**src/rtl/floating_point_multiplier_pipe.sv**
```systemverilog
// Three-stage IEEE-style floating-point multiplier.
// S1 unpacks and classifies, S2 multiplies significands, S3 normalises,
// rounds to nearest-even, packs and raises overflow/underflow/invalid.
// Subnormal operands are treated as signed zero; NaN results are canonical.
module floating_point_multiplier_pipe #(
  parameter int EXP_W = 5,
  parameter int MAN_W = 10
) (
  input  logic                   clk,
  input  logic                   reset,
  input  logic                   en,
  input  logic                   in_valid,
  input  logic [EXP_W+MAN_W:0]   a,
  input  logic [EXP_W+MAN_W:0]   b,
  output logic                   out_valid,
  output logic [EXP_W+MAN_W:0]   result,
  output logic                   overflow,
  output logic                   underflow,
  output logic                   invalid
);

  localparam int DATA_WIDTH = 1 + EXP_W + MAN_W;
  localparam int BIAS       = 2**(EXP_W-1) - 1;
  localparam int PW         = 2*MAN_W + 2;
  // Signed exponent width: headroom for sum, normalise and rounding carry
  localparam int ESW        = EXP_W + 2;

  localparam logic [ESW-1:0]        BIAS_V  = ESW'(BIAS);
  localparam logic [ESW-1:0]        EXP_MAX = ESW'(2**EXP_W - 1);
  localparam logic [DATA_WIDTH-1:0] NAN_PAT =
    {1'b0, {EXP_W{1'b1}}, 1'b1, {(MAN_W-1){1'b0}}};

  typedef enum logic [1:0] {CLS_NORM, CLS_ZERO, CLS_INF, CLS_NAN} cls_t;

  // Stage 1 registers
  logic             s1_valid;
  logic             s1_sign;
  logic [ESW-1:0]   s1_exp;
  logic [MAN_W:0]   s1_ma;
  logic [MAN_W:0]   s1_mb;
  cls_t             s1_cls;
  logic             s1_inv;

  // Stage 2 registers
  logic             s2_valid;
  logic             s2_sign;
  logic [ESW-1:0]   s2_exp;
  logic [PW-1:0]    s2_prod;
  cls_t             s2_cls;
  logic             s2_inv;

  // Stage 1 combinational unpack/classify
  logic             sa, sb;
  logic [EXP_W-1:0] ea, eb;
  logic [MAN_W-1:0] ma, mb;
  logic             a_zero, b_zero, a_inf, b_inf, a_nan, b_nan;
  cls_t             cls_d;
  logic             inv_d;

  // Split operands and classify the pair into a special-case class
  always_comb begin
    {sa, ea, ma} = a;
    {sb, eb, mb} = b;
    a_zero = (ea == '0);
    b_zero = (eb == '0);
    a_inf  = (ea == '1) && (ma == '0);
    b_inf  = (eb == '1) && (mb == '0);
    a_nan  = (ea == '1) && (ma != '0);
    b_nan  = (eb == '1) && (mb != '0);
    cls_d  = CLS_NORM;
    inv_d  = 1'b0;
    if (a_nan || b_nan) begin
      cls_d = CLS_NAN;
    end else if ((a_inf && b_zero) || (a_zero && b_inf)) begin
      cls_d = CLS_NAN;
      inv_d = 1'b1;
    end else if (a_inf || b_inf) begin
      cls_d = CLS_INF;
    end else if (a_zero || b_zero) begin
      cls_d = CLS_ZERO;
    end
  end

  // S1: capture sign, biased exponent sum, significands with hidden bit
  always_ff @(posedge clk or posedge reset) begin
    if (reset) begin
      s1_valid <= 1'b0;
      s1_sign  <= 1'b0;
      s1_exp   <= '0;
      s1_ma    <= '0;
      s1_mb    <= '0;
      s1_cls   <= CLS_NORM;
      s1_inv   <= 1'b0;
    end else if (en) begin
      s1_valid <= in_valid;
      s1_sign  <= sa ^ sb;
      s1_exp   <= {2'b00, ea} + {2'b00, eb} - BIAS_V;
      s1_ma    <= {1'b1, ma};
      s1_mb    <= {1'b1, mb};
      s1_cls   <= cls_d;
      s1_inv   <= inv_d;
    end
  end

  // S2: full-width significand product
  always_ff @(posedge clk or posedge reset) begin
    if (reset) begin
      s2_valid <= 1'b0;
      s2_sign  <= 1'b0;
      s2_exp   <= '0;
      s2_prod  <= '0;
      s2_cls   <= CLS_NORM;
      s2_inv   <= 1'b0;
    end else if (en) begin
      s2_valid <= s1_valid;
      s2_sign  <= s1_sign;
      s2_exp   <= s1_exp;
      s2_prod  <= PW'(s1_ma) * PW'(s1_mb);
      s2_cls   <= s1_cls;
      s2_inv   <= s1_inv;
    end
  end

  // Stage 3 combinational normalise/round/pack
  logic [PW-2:0]         norm;
  logic [MAN_W-1:0]      frac;
  logic                  g, r, st, lsb, rup;
  logic [MAN_W:0]        frac_r;
  logic [ESW-1:0]        exp_f;
  logic                  ov_cond, uf_cond;
  logic [DATA_WIDTH-1:0] res_d;
  logic                  ov_d, uf_d, inv_o_d;

  // Normalise so the hidden bit sits just above norm, then round-to-nearest-even
  always_comb begin
    norm    = s2_prod[PW-1] ? s2_prod[PW-2:0] : {s2_prod[PW-3:0], 1'b0};
    frac    = norm[PW-2 -: MAN_W];
    lsb     = norm[MAN_W+1];
    g       = norm[MAN_W];
    r       = norm[MAN_W-1];
    st      = |norm[MAN_W-2:0];
    rup     = g & (r | st | lsb);
    frac_r  = {1'b0, frac} + (MAN_W+1)'(rup);
    exp_f   = s2_exp + ESW'(s2_prod[PW-1]) + ESW'(frac_r[MAN_W]);
    ov_cond = $signed(exp_f) >= $signed(EXP_MAX);
    uf_cond = exp_f[ESW-1] || (exp_f == '0);
    res_d   = {s2_sign, {(DATA_WIDTH-1){1'b0}}};
    ov_d    = 1'b0;
    uf_d    = 1'b0;
    inv_o_d = 1'b0;
    case (s2_cls)
      CLS_NAN: begin
        res_d   = NAN_PAT;
        inv_o_d = s2_inv;
      end
      CLS_INF:  res_d = {s2_sign, {EXP_W{1'b1}}, {MAN_W{1'b0}}};
      CLS_ZERO: res_d = {s2_sign, {(DATA_WIDTH-1){1'b0}}};
      default: begin
        if (ov_cond) begin
          res_d = {s2_sign, {EXP_W{1'b1}}, {MAN_W{1'b0}}};
          ov_d  = 1'b1;
        end else if (uf_cond) begin
          res_d = {s2_sign, {(DATA_WIDTH-1){1'b0}}};
          uf_d  = 1'b1;
        end else begin
          // On rounding carry frac_r low bits are already zero
          res_d = {s2_sign, exp_f[EXP_W-1:0], frac_r[MAN_W-1:0]};
        end
      end
    endcase
  end

  // S3: output register, result/flags only load for a valid entry
  always_ff @(posedge clk or posedge reset) begin
    if (reset) begin
      out_valid <= 1'b0;
      result    <= '0;
      overflow  <= 1'b0;
      underflow <= 1'b0;
      invalid   <= 1'b0;
    end else if (en) begin
      out_valid <= s2_valid;
      if (s2_valid) begin
        result    <= res_d;
        overflow  <= ov_d;
        underflow <= uf_d;
        invalid   <= inv_o_d;
      end
    end
  end

endmodule

```
**config.mk**
```make
export PLATFORM = sky130hd
export DESIGN_NAME = floating_point_multiplier_pipe
export DESIGN_NICKNAME = d
export VERILOG_FILES = /design/src/rtl/floating_point_multiplier_pipe.sv
export SDC_FILE = /design/constraint.sdc
export NUM_CORES = 1
export LEC_CHECK = 0
export CAP_MARGIN = 30
export CELL_PAD_IN_SITES_DETAIL_PLACEMENT = 0
export CELL_PAD_IN_SITES_GLOBAL_PLACEMENT = 1
export CORE_ASPECT_RATIO = 0.9
export CORE_UTILIZATION = 35
export CTS_BUF_LIST = sky130_fd_sc_hd__clkbuf_8
export DETAILED_ROUTE_END_ITERATION = 12
export PLACE_DENSITY = 0.67
export SLEW_MARGIN = 20
export SYNTH_ARGS = -nofsm -noshare
export SYNTH_HDL_FRONTEND = slang
export SYNTH_SLANG_ARGS = --single-unit
```
**constraint.sdc**
```tcl
create_clock -name clk -period 11.39 [get_ports clk]
set_input_delay 1.7085 -clock clk [delete_from_list [all_inputs] [get_ports clk]]
set_output_delay 1.7085 -clock clk [all_outputs]
set_load 0.03 [all_outputs]
```
### After elaboration in Yosys (flattened, before gate mapping)

Cells that the tools add are included.

* add/subtract/negate cells: 5
* bitwise operators: 4
* shift operators: 0
* mux-type cells: 16
* reduce and logical (&&, ||, !) cells: 21
* divide/modulo/power cells: 0
* magnitude comparators: 1
* multiply operators: 1
* equal/unequal tests: 5

Operators by type and width (number)
* one-hot mux 16 bit (3 select lines): 1
* 2-to-1 mux 15 bit: 2
* multiplier 11 x 11 -> 22 bit: 1
* 2-to-1 mux 21 bit: 1
* zero test 10 bit: 2
* nonzero test 10 bit: 2
* adder 7 x 1 -> 7 bit: 2
* adder 10 x 1 -> 11 bit: 1
* equality test 5 bit, second input constant: 2
* zero test 5 bit: 2
* 2-to-1 mux 1 bit: 9
* OR reduction 9 bit: 1
* >= comparator 7 x 6 -> 1 bit, second input constant: 1
* zero test 7 bit: 1
* subtractor 6 x 4 -> 7 bit, second input constant: 1
* adder 5 x 5 -> 6 bit: 1
* logical AND 1 bit: 6
* 2-to-1 mux 2 bit: 3
* logical OR 1 bit: 5
* equality test 2 bit, second input constant: 2
* OR reduction 3 bit: 1
* equality test 2 x 1 -> 1 bit, second input constant: 1
* bitwise OR 1 bit: 2
* AND reduction 2 bit: 1
* 2 further kinds: 2

* output and inout bits: 20
* input bits: 36
* bits in registers: 88
* bits in read-only memories: 0
* RAM bits: 0
* latch bits: 0
* memories kept: 0

### Longest topological paths before layout

* depth in word-level cells: 12
* depth in mapped cells: 19
* depth with buffers taken out: 18

### Worst setup path before layout

OpenSTA, ideal clock, no wires.

* kind: register to register
* start point: register s1_ma[10]
* end point: register s2_prod[21]
* period minus slack after synthesis: 5.363 ns
* slack: 6.027 ns
* setup time: 0.126 ns
* required time: 11.264 ns
* stages on the path, launching flop included: 18
* arrival time: 5.237 ns
* cell sequence: dfrtp_1 -> clkbuf_1 -> nand2_1 -> fa_1 -> fa_1 -> inv_1 -> fa_1 -> fa_1 -> inv_1 -> fa_1 -> inv_1 -> ha_1 -> a21oi_2 -> o22ai_1 -> or4_1 -> o21a_2 -> o2111a_1 -> a221o_1

* longest elaborated chain between the ends: 1

Ends and longest elaborated chain
* start: declaration: line 39 `logic [MAN_W:0] s1_ma;`
* start signal: assignment: line 98 `s1_ma <= {1'b1, ma};`
* multiplier 11 x 11 -> 22 bit: line 118 `s2_prod <= PW'(s1_ma) * PW'(s1_mb);`
* end signal: assignment: line 118
* end: declaration: line 48 `logic [PW-1:0] s2_prod;`

No other way between the ends.
A chain may end at the register's enable or synchronous reset.

### Worst setup path in the final report

Ends and elaborated chain as after synthesis.

==> run summary <==
remaining global-route overflow -> 0
Worst-path clk slew -> 110 ps
initial antenna violation count -> 0
Worst IR Drop VDD -> 207 µV
area of the mapped netlist -> 8340 µm²
drt via density -> 4.91
Design Power -> 3020 µW
CTS Hold Buffers Added -> 0
most frequent cells in the layout -> 114 x inv_1, 87 x dfrtp_1, 82 x fa_1, 79 x nand2_1, 74 x and2_1
Cell Int Power -> 1540 µW
post-synth net total -> 1,053
DRC viols -> 0
Slew Viols, Final -> 0
via count -> 5,887
crit end category -> flop
P&R area growth vs syn -> 11.9%
average wire per cell in the routed design -> 15.3 µm
Static Leak -> 0.00433 µW
Syn Inst Count -> 864
largest family of logic cells by synthesized area -> adder cells
Critical Path Slowest Stage Cell -> dfrtp_1
Async SR Flop Fraction -> 100%
Final Hold Viols -> 0
xor and xnor fraction of the mapped netlist area -> 2.31%
max incr delay on CP -> 770 ps
total CTS buffers -> 9
HP Class -> flop to flop
first-pass GRT wire length -> 31,300 µm
Req. time, crit path -> 11,670 ps
die width -> 165 µm
Net Switching -> 1480 µW
setup ws final -> 5690 ps
Period minus WS final -> 5700 ps
commonest non-fill, non-tap cell in the layout -> inv_1
htree depth -> 3
endpoints failing setup -> 0
fin crit share -> 50.0%
post-CTS sizing -> 0
Comb power frac -> 75.5%
# clock sinks -> 87
Root Driver -> clkbuf_8
Fin Clk Skew -> 15.5 ps
max_slew headroom -> 49.1%
sequential-to-total area share from yosys stat -> 26.1%
largest net degree at the start of global routing -> 64
worst-path cell chain -> nand2_1 > fa_1 > fa_1 > inv_1 > fa_1 > fa_1 > inv_1 > fa_1 > inv_1 > ha_1 > a21oi_2 > o22ai_1 > or4_1 > o21a_2 > o2111a_1 > a221o_1
Fin Setup TNS -> 0 ps
dpl hpwl -> 14,200 µm
1st-iter DRT viols -> 277
most used cell, CP -> fa_1
CORE AREA -> 23,300 µm²
average size of a mapped cell -> 9.65 µm²
first drt pass iteration count -> 6
Ports -> 56
nets@finish -> 1,081
Setup WS pre-CTS -> 5660 ps
CP arrival -> 5980 ps
mux contribution to synthesized area -> 6.83%
sequential share of power -> 16.9%
CTS tree -> built
prevailing post-synth register cell -> dfrtp_1
gr usage total -> 16.2%
CP top delay family -> adder cells
Sw Ratio -> 49.0%
final WL -> 18,300 µm
Peak Freq -> 0.176 GHz
max cap viols -> 0
crit-path max FO -> 22
outcome -> finished clean
RSZ-0062 raised after global routing -> false
die span in y -> 148 µm
YS warnings -> 0
count of cell types in the netlist -> 61
CTS max path bufs -> 2
share of cells above drive strength 1 -> 9.03%
GP Congestion -> 0.804
worst-margin pin slew -> 761 ps
Initial Util -> 35.7%
ant diodes -> 0
vias in the first global route -> 5,991
PortBufs -> 55
Synth Register Bits -> 87
number of synthesized flops with an enable pin -> 0
Post-Synth Adder-Cell Area -> 30.3%
Critical Path Start Type -> flop
critical path type -> flop to flop
Buf/Inv on CP -> 3
die area -> 24,400 µm²
DRT antenna net count -> 0
row cnt -> 53
clock group share of total power -> 7.6%
post-CTS setup buffer count -> 0
Cell Pwr Density -> 324 nW/µm²
Synth Area in Compound Gates -> 11.0%
clk_lat worst skew -> 390 ps
Synth Area in Simple Gates -> 16.2%
final core occ -> 40.0%
per-stage QoR:
step	std cells	instance area (µm²)	hold slack (ps)
after floorplan	864	8340	454
after global placement	1183	9130	461
after detailed placement	1183	9130	470
after CTS	1199	9330	497
after global routing	1199	9330	528
final	1199	9330	486
area by class of cell:
cell class | instances | area [µm²]
fill | 2392 | 14000
sequential | 87 | 2180
inverter | 116 | 437
clock inverter | 7 | 75.1
timing repair buffer | 58 | 571
clock buffer | 9 | 124
tap | 302 | 378
multi-input combinational | 620 | 5570
state kept, by name (all words and copies together), names as in the netlist:
signal     flops
invalid        1
out_valid      1
overflow       1
result        16
s1_cls         2
s1_exp         7
s1_inv         1
s1_ma         11
s1_mb         10
s1_sign        1
s1_valid       1
s2_cls         2
s2_exp         7
s2_inv         1
s2_prod       22
s2_sign        1
s2_valid       1
underflow      1
per-layer routing:
metal / global-route usage, % / share of wire (%)
met1: 24.9 / 55
met2: 23.8 / 42
met3: 2.18 / 2.4
met4: 3.49 / 0.87
met5: 0 / 0
power groups by stage:
stage / combinational (µW) / clock, µW / sequential (µW)
after global placement: 2280 / 0 / 517
after CTS: 2300 / 239 / 512
after detailed placement: 2280 / 0 / 519
after floorplan: 1780 / 0 / 513
after global routing: 2620 / 250 / 528
final: 2280 / 228 / 510
worst min-delay path, stage by stage, from the launching register on:
cell,delay [ps]
dfrtp_1,360
nand2_1,50
o21ai_0,60
worst paths after layout:
| kind | startpoint | end | slack, ps | depth (start not counted) |
|---|---|---|---|---|
| worst max-delay path | s1_ma[10] | s2_prod[21] | 5690 | 16 |
| worst min-delay path | result[14] | result[14] | 490 | 2 |
| worst max register to register | s1_ma[10] | s2_prod[21] | 5690 | 16 |
| worst min register to register | result[14] | result[14] | 490 | 2 |
| max in group asynchronous | reset | s1_mb[4] | 8580 | 3 |
| min in group asynchronous | reset | result[10] | 1700 | 2 |
cells in the mapped netlist (3+ instances only):
library cell / n / area, µm²
a211oi_1: 7 / 52.6
a21o_1: 13 / 97.6
a21oi_1: 30 / 150
a221o_1: 3 / 30.0
a22o_1: 12 / 105
a31oi_1: 4 / 25.0
and2_1: 74 / 463
and3_1: 4 / 25.0
buf_1: 9 / 33.8
buf_2: 3 / 15.0
clkbuf_1: 29 / 109
dfrtp_1: 87 / 2180
fa_1: 82 / 1640
ha_1: 71 / 888
inv_1: 115 / 432
mux2_2: 47 / 529
mux2i_1: 4 / 40.0
nand2_1: 79 / 297
nand2b_1: 6 / 37.5
nand3_1: 14 / 70.1
nand4_1: 5 / 31.3
nor2_1: 38 / 143
nor2b_1: 7 / 43.8
nor3_1: 8 / 40.0
nor4_1: 6 / 37.5
o211ai_1: 6 / 45.0
o21a_1: 6 / 45.0
o21ai_0: 21 / 105
o22ai_1: 5 / 31.3
or2_2: 3 / 18.8
or3_1: 4 / 25.0
or4_1: 4 / 30.0
xnor2_1: 18 / 158
xor2_1: 4 / 35.0
cell families after synthesis:
logic type	Yosys count
fa+ha+maj	153
compound gates	133
mux	51
buf+inv	157
simple gates	261
xor+xnor	22
flops	87
No activity file was read; power rests on OpenSTA's default activity.
